[config.mk]
export PLATFORM = sky130hd
export DESIGN_NAME = decode_stage
export DESIGN_NICKNAME = d
export VERILOG_FILES = /design/src/rtl/decode_stage.sv
export SDC_FILE = /design/constraint.sdc
export NUM_CORES = 2
export LEC_CHECK = 0
export BUFFER_PORTS_ARGS = -buffer_cell sky130_fd_sc_hd__buf_4
export CORE_UTILIZATION = 40
export DETAILED_ROUTE_END_ITERATION = 7
export GPL_TIMING_DRIVEN = 0
export PLACE_DENSITY = 0.67
export SKIP_CTS_REPAIR_TIMING = 1
export SKIP_LAST_GASP = 1
export SYNTH_ARGS = -nofsm -noshare
export SYNTH_HDL_FRONTEND = slang
export SYNTH_SLANG_ARGS = --single-unit
[constraint.sdc]
create_clock -name clk -period 74.6 [get_ports clk]
set_input_delay 3.73 -clock clk [delete_from_list [all_inputs] [get_ports clk]]
set_output_delay 3.73 -clock clk [all_outputs]
set_load 0.02 [all_outputs]
[src/rtl/decode_stage.sv]
`default_nettype none
// ============================================================================
// Module   : decode_stage
// Purpose  : MIPS Decode stage. IF/ID register, bypassed register file,
//            control decode and early branch/jump resolution.
// Revision : 1.0 - initial release
// ============================================================================
module decode_stage (
   input  logic        clk,
   input  logic        reset,
   input  logic        stallD,
   input  logic        flushD,
   input  logic [31:0] instrF,
   input  logic [31:0] pcplus4F,
   input  logic        regwriteW,
   input  logic [4:0]  writeregW,
   input  logic [31:0] resultW,
   input  logic        forwardAD,
   input  logic        forwardBD,
   input  logic [31:0] aluoutM,
   output logic [31:0] rd1D,
   output logic [31:0] rd2D,
   output logic [31:0] signimmD,
   output logic [4:0]  rsD,
   output logic [4:0]  rtD,
   output logic [4:0]  rdD,
   output logic        pcsrcD,
   output logic [31:0] pcbranchD,
   output logic [31:0] pcjumpD,
   output logic [1:0]  branchD,
   output logic        jumpD,
   output logic [7:0]  ctrlD
);

   localparam logic [5:0] c_OP_RTYPE = 6'b000000;
   localparam logic [5:0] c_OP_LW    = 6'b100011;
   localparam logic [5:0] c_OP_SW    = 6'b101011;
   localparam logic [5:0] c_OP_ADDI  = 6'b001000;
   localparam logic [5:0] c_OP_BEQ   = 6'b000100;
   localparam logic [5:0] c_OP_BNE   = 6'b000101;
   localparam logic [5:0] c_OP_J     = 6'b000010;

   localparam logic [5:0] c_FN_ADD = 6'b100000;
   localparam logic [5:0] c_FN_SUB = 6'b100010;
   localparam logic [5:0] c_FN_AND = 6'b100100;
   localparam logic [5:0] c_FN_OR  = 6'b100101;
   localparam logic [5:0] c_FN_SLT = 6'b101010;

   logic [31:0] instr_q, instr_d;
   logic [31:0] pcplus4_q, pcplus4_d;
   logic [31:0] rf_q [32];

   logic [5:0]  w_op;
   logic [5:0]  w_funct;
   logic [31:0] w_cmp_a;
   logic [31:0] w_cmp_b;

   // Stall outranks flush so a stalled bubble cannot overwrite a held instruction
   always_comb begin
      instr_d   = instr_q;
      pcplus4_d = pcplus4_q;
      if (!stallD) begin
         if (flushD) begin
            instr_d   = '0;
            pcplus4_d = '0;
         end else begin
            instr_d   = instrF;
            pcplus4_d = pcplus4F;
         end
      end
   end

   always_ff @(posedge clk or posedge reset) begin
      if (reset) begin
         instr_q   <= '0;
         pcplus4_q <= '0;
      end else begin
         instr_q   <= instr_d;
         pcplus4_q <= pcplus4_d;
      end
   end

   always_ff @(posedge clk or posedge reset) begin
      if (reset) begin
         for (int i = 0; i < 32; i++) begin
            rf_q[i] <= '0;
         end
      end else if (regwriteW && (writeregW != 5'd0)) begin
         rf_q[writeregW] <= resultW;
      end
   end

   assign rsD      = instr_q[25:21];
   assign rtD      = instr_q[20:16];
   assign rdD      = instr_q[15:11];
   assign w_op     = instr_q[31:26];
   assign w_funct  = instr_q[5:0];
   assign signimmD = {{16{instr_q[15]}}, instr_q[15:0]};

   // Same-cycle write-back is visible to the reader
   always_comb begin
      rd1D = rf_q[rsD];
      rd2D = rf_q[rtD];
      if (rsD == 5'd0) begin
         rd1D = '0;
      end else if (regwriteW && (writeregW == rsD)) begin
         rd1D = resultW;
      end
      if (rtD == 5'd0) begin
         rd2D = '0;
      end else if (regwriteW && (writeregW == rtD)) begin
         rd2D = resultW;
      end
   end

   // ctrlD = {regwrite, memtoreg, memwrite, alusrc, regdst, alucontrol[2:0]}
   always_comb begin
      ctrlD   = 8'h00;
      branchD = 2'b00;
      jumpD   = 1'b0;
      case (w_op)
         c_OP_RTYPE: begin
            case (w_funct)
               c_FN_ADD: ctrlD = 8'b1000_1010;
               c_FN_SUB: ctrlD = 8'b1000_1110;
               c_FN_AND: ctrlD = 8'b1000_1000;
               c_FN_OR:  ctrlD = 8'b1000_1001;
               c_FN_SLT: ctrlD = 8'b1000_1111;
               default:  ctrlD = 8'h00;
            endcase
         end
         c_OP_LW:   ctrlD = 8'b1101_0010;
         c_OP_SW:   ctrlD = 8'b0011_0010;
         c_OP_ADDI: ctrlD = 8'b1001_0010;
         c_OP_BEQ: begin
            ctrlD   = 8'b0000_0110;
            branchD = 2'b01;
         end
         c_OP_BNE: begin
            ctrlD   = 8'b0000_0110;
            branchD = 2'b10;
         end
         c_OP_J:    jumpD = 1'b1;
         default: begin
            ctrlD   = 8'h00;
            branchD = 2'b00;
            jumpD   = 1'b0;
         end
      endcase
   end

   assign w_cmp_a = forwardAD ? aluoutM : rd1D;
   assign w_cmp_b = forwardBD ? aluoutM : rd2D;

   assign pcsrcD    = (branchD[0] & (w_cmp_a == w_cmp_b)) |
                      (branchD[1] & (w_cmp_a != w_cmp_b));
   assign pcbranchD = pcplus4_q + {signimmD[29:0], 2'b00};
   assign pcjumpD   = {pcplus4_q[31:28], instr_q[25:0], 2'b00};

endmodule
`default_nettype wire

# Word level (Yosys, flattened, before mapping)
# Cells that the tools add are included.
dict set report word_totals {
  register_bits 1088
  latch_bits 0
  ram_bits 0
  mem_bits_ro 0
  in_bits 140
  output_inout_bits 187
  elab_cells 90
  memories 0
}
dict set report op_classes {
  add_sub_neg 1
  multipliers 0
  div_mod_pow 0
  order_cmp 4
  n_eq_ne 15
  shift 0
  n_mux 21
  bitwise 6
  reduce_logical 9
}
# op count
set op_table {}
lappend op_table {{1024-bit bitwise mux} 1}
lappend op_table {{32-bit two-way mux} 13}
lappend op_table {{32-bit binary-select mux with 5-bit select} 2}
lappend op_table {{32-bit demux with 5-bit select} 1}
lappend op_table {{8-bit case mux with 5 select lines} 2}
lappend op_table {{6-bit == test (second input constant)} 7}
lappend op_table {{32-bit adder} 1}
lappend op_table {{32-bit == test} 1}
lappend op_table {{32-bit inequality test} 1}
lappend op_table {{6-bit >= comparator (second input constant)} 3}
lappend op_table {{5-bit NOT with 6-bit output} 3}
lappend op_table {{6-bit by 3-bit == test with 1-bit output (second input constant)} 2}
lappend op_table {{5-bit == test} 2}
lappend op_table {{5-bit logical NOT} 2}
lappend op_table {{6-bit by 2-bit == test with 1-bit output (second input constant)} 1}
lappend op_table {{6-bit by 4-bit == test with 1-bit output (second input constant)} 1}
lappend op_table {{6-bit logical NOT} 1}
lappend op_table {{6-bit by 1-bit less-than comparator with 1-bit output (second input constant)} 1}
lappend op_table {{5-bit nonzero test} 1}
lappend op_table {{1-bit logical AND} 4}
lappend op_table {{2-bit case mux with 2 select lines} 1}
lappend op_table {{1-bit bitwise AND} 2}
lappend op_table {{2-bit OR reduction} 1}
lappend op_table {{1-bit two-way mux} 1}
lappend op_table {{1-bit OR} 1}

# Depth between registers and ports, before layout
dict set report depth {
  ltp_word 10
  mapped_depth 18
  mapped_depth_nobuf 15
}

# Worst setup path after synthesis
# OpenSTA, ideal clock, no wires.
dict set report synth_timing {
  path_kind {input -> output}
  from {input writeregW[4]}
  to {output pcsrcD}
  arrival_time_ps 7036
  t_required_ps 70870
  slack_ps 63834
  cell_stages 14
  n_path_buf 3
  cell_sequence {buf_2 -> xnor2_1 -> nand4_1 -> or2_1 -> clkbuf_1 -> buf_2 -> a211oi_1 -> mux2i_1 -> xor2_1 -> o211ai_1 -> nand4b_1 -> o41ai_2 -> o2111ai_1 -> mux2_1}
}
dict set report synth_between {
  elab_chain_len 8
  elab_cells_between_ends 15
  classes_between {eq/ne (4); mux (6); bitwise (3); reduce/logical (2)}
}
# element line
set synth_lines {}
lappend synth_lines {{start: declaration} 16} ;# input logic [4:0] writeregW,
lappend synth_lines {{5-bit == test *} 106} ;# end else if (regwriteW && (writeregW == rsD)) begin
lappend synth_lines {{1-bit logical AND *} 106}
lappend synth_lines {{32-bit two-way mux *} 106}
lappend synth_lines {{32-bit two-way mux *} 104} ;# if (rsD == 5'd0) begin
lappend synth_lines {{net rd1D[9]} 21} ;# output logic [31:0] rd1D,
lappend synth_lines {{32-bit two-way mux *} 152} ;# assign w_cmp_a = forwardAD ? aluoutM : rd1D;
lappend synth_lines {{32-bit == test / 32-bit inequality test (equally long branches)} {155, 156}}
lappend synth_lines {{1-bit bitwise AND, on equally long branches} {155, 156}}
lappend synth_lines {{1-bit OR *} 155} ;# assign pcsrcD = (branchD[0] & (w_cmp_a == w_cmp_b)) |
lappend synth_lines {{end: declaration} 27} ;# output logic pcsrcD,
# Mark *: on every way through the listed nets, which the timed path passes. The rest lies on a longest branch.

# Worst setup path in the final report
dict set report layout_timing {
  from {input writeregW[1]}
  to {output pcsrcD}
}
dict set report layout_between {
  elab_chain_len 8
  elab_cells_between_ends 15
  classes_between {eq/ne (4); mux (6); bitwise (3); reduce/logical (2)}
}
# element line
set layout_lines {}
lappend layout_lines {{5-bit == test, on equally long branches} {106, 111}}
lappend layout_lines {{1-bit logical AND, on equally long branches} {106, 111}}
lappend layout_lines {{32-bit two-way mux, on equally long branches} {106, 111}}
lappend layout_lines {{32-bit two-way mux, on equally long branches} {104, 109}}
lappend layout_lines {{32-bit two-way mux, on equally long branches} {152, 153}}
lappend layout_lines {{32-bit == test / 32-bit inequality test (equally long branches)} {155, 156}}
lappend layout_lines {{1-bit bitwise AND, on equally long branches} {155, 156}}
lappend layout_lines {{1-bit OR *} 155}
# Mark *: on every way between the ends. The rest lies on a longest branch, timed or not.

==> results by group <==
Detailed routing
  • Via density: 7.25
  • Iter 0 DRT Violations: 9404
  • Via count: 53307
  • Number of remaining DRC errors: 150
  • Remaining antenna violation count: 0
  • Total Routed Length: 350 mm
  • First-pass DRT Iterations: 8
  • WL/cell: 47.7 µm

STA
  • Final Max Tran Viols: 502
  • Worst clock skew: 0 ps
  • Worst slew pin tran: 1740 ps
  • Fin. Hold Viols: 0
  • Post-layout min period: roughly 15000 ps
  • Slew HR: -0.157
  • Fin crit share: 0.200
  • Setup violators final: 0
  • Unrepaired setup endpoints after global routing: false
  • Max Clock Freq: around 0.067 GHz
  • Setup tns final: 0 ps
  • Hold_ws: about 480 ps

Run status
  • Failing checks: design-rule violations, max-capacitance violations, max-slew violations
  • Outcome: finished with violations

Finish
  • FF+latch area: 0.0272 mm²
  • Fin nets: 5340
  • Fillers: 13965
  • Share of post-route cells with drive strength above 1: 0.419
  • Post-route cell area: 0.0724 mm²
  • Area of the multi-input gates: 0.0319 mm²
  • Fin cells: 7353
  • Area added between synthesis and finish: 16.1%
  • Final Util: 0.469

Floorplanning
  • Die width: 397 µm
  • FP Rows: 144
  • Die H: 397 µm
  • Die area: 0.158 mm²
  • # IOs: 327
  • Starting density of the core: 0.404
  • Core Region: approximately 0.15 mm²

Clock tree
  • CTS Buf Count: 121
  • CTS HTree Levels: 3
  • Bufs on Longest Clock Path: 3
  • TritonCTS Sinks: 1088
  • Skew-Pair Late Insertion Delay: approximately 770 ps
  • CTS root buf: clkbuf_16
  • Clock-pin slew on the worst setup and hold paths: 60 ps
  • CTS tree: built

Synth
  • Top cell type's share of synthesized area: 0.436
  • Dominant cell type by area after synthesis: dfrtp_1
  • Synth Register Bits: 1088
  • Number of enable flip-flop cells after synthesis: 0
  • Register area share after synthesis: 0.436
  • Synth cell count leaders: dfrtp_1 (1088), mux2_2 (985), mux4_2 (354)
  • Mapped Area: around 0.062 mm²
  • Syn Inst Count: approximately 4700
  • Most frequent cell after synthesis: dfrtp_1
  • Leading post-synthesis cells by cell area: dfrtp_1 (44%), mux2_2 (18%), mux4_2 (13%)
  • Most used flip-flop cell after synthesis: dfrtp_1
  • Unique cell type count in the Yosys netlist: 100
  • Synth Warn #: 0
  • FFs w/ async S/R, synth: 1.00
  • Mean post-synth cell area: approximately 13 µm²

Run
  • Max_cap viols: 55

Worst hold path
  • Min-Delay Startpoint: rf_q[1010]
  • Hold path depth: 1
  • Hold WC Path Type: flop to flop
  • Worst hold path endpoint: rf_q[1010]

Pwr
  • P per Cell Area: 28.1 mW/mm²
  • Max VDD drop: 21.1 µV
  • Leak pwr: 31.2 nW

Critical path
  • R2r endpoint: instr_q[18]
  • Worst EP arrival: 11160 ps
  • Startpoint types: primary input
  • Top fanout value on the critical path: 10
  • Worst EP required: 70870 ps
  • CP endpoint kind: output port
  • Kind of critical path: primary input to output port
  • Reg-to-Reg Start: instr_q[18]
  • Setup slack, reg-to-reg: roughly 70000 ps
  • Worst path max stage delay: approximately 1100 ps
  • Crit path cell chain: buf_2 -> xnor2_1 -> nand2_1 -> or2_1 -> clkbuf_8 -> clkbuf_1 -> clkbuf_1 -> a21oi_1 -> xnor2_1 -> nand4_1 -> o32ai_1 -> o211a_1 -> o2111ai_2 -> mux2_1 -> buf_4
  • Cell count of the worst reg-to-reg path: 7
  • Slowest cell on crit path: clkbuf_1

Global route
  • Largest net degree at the start of global routing: around 130
  • Vias in the first global route: about 50000
  • Global route overflow: 0
  • Initial antenna violation count: 52
  • Global-route wire length before repair: 457 mm
  • GRT Util Overall: 0.438

Place
  • Gpl congestion: ~1.1
  • Input/output buffers: just over 300
  • Post-detail-place hpwl: around 240 mm
  • Cell count after placement: 7090
  • Post-DP Area: slightly below 0.07 mm²
cells by family after synthesis:
logic type | synth area share
compound gates | 0.0655
xor+xnor | 0.0143
fa+ha+maj | 0.00614
buf+inv | 0.0540
flops | 0.436
mux | 0.372
other cells | 0.0000601
simple gates | 0.0517
power breakdown:
group | leakage [nW] | internal, mW | switching [mW] | total (mW)
Combinational | 15.2 | 0.250 | 0.333 | 0.583
Sequential | 14.0 | 0.698 | 0.0898 | 0.788
Clock | 2.08 | 0.388 | 0.280 | 0.667
through the flow:
| step | setup slack (ps) | power (mW) |
|---|---|---|
| detailed placement | 60620 | 1.34 |
| CTS | 60620 | 1.99 |
| global placement | 27150 | 1.32 |
| finish | 59710 | 2.04 |
| global route | 60250 | 2.06 |
| floorplan | 40240 | 1.10 |
worst max-delay path, delay by kind of cell:
kind                   cells  cell delay [ps]
AO/OA/AOI/OAI              4             1840
XOR/XNOR                   2             1200
AND/OR/NAND/NOR            3              860
multiplexers               1              620
buffers and inverters      5             2800
cell usage in the layout (no fill, tap or decap), types with 25 or more instances in the layout:
cell and count:
buf_8 25, nand2_1 219, diode_2 38, dfrtp_1 1088, mux2_2 985, buf_2 68
mux4_2 354, nand2b_1 89, a21oi_1 85, clkbuf_16 122, nor2_1 80, ha_1 29
clkbuf_2 30, mux4_1 70, o21ai_0 162, o22ai_1 42, xnor2_1 65, mux2i_1 228
nand3_1 39, a221oi_1 26, xor2_1 37, buf_4 419, inv_1 41, a22oi_1 118
clkbuf_1 292, buf_6 29, nor3_1 41, clkbuf_8 41
flip-flops by register name, indices dropped and copies added, names as in the netlist:
signal and flops:
rf_q 1024, pcplus4_q 32, instr_q 32
per-layer routing:
layer,global-route usage,vias to the layer above,share of wire
met4,0.341,53,0.098
met5,0.0772,-,0.0053
met2,0.564,5377,0.38
li1,-,18734,-
met1,0.506,27500,0.34
met3,0.275,1643,0.17
layout make-up:
class                           count  area share
Clock buffer                      169      0.0482
Sequential cell                  1088       0.376
Multi-Input combinational cell   3024       0.440
Timing Repair Buffer              347      0.0405
Tap cell                         2044      0.0353
Clock inverter                     55      0.0114
Inverter                           44     0.00238
Antenna cell                       38     0.00131
Buffer                            544      0.0449
worst max path at each step:
stage	start	to	slack [ps]	cells after the start
global route	writeregW[1]	pcsrcD	60250	15
finish	writeregW[1]	pcsrcD	59710	15
global placement	reset	instr_q[7]	27150	2
detailed placement	writeregW[1]	pcsrcD	60620	15
floorplan	reset	instr_q[0]	40240	1
CTS	writeregW[1]	pcsrcD	60620	15
Power figures use the tool's default switching activity.
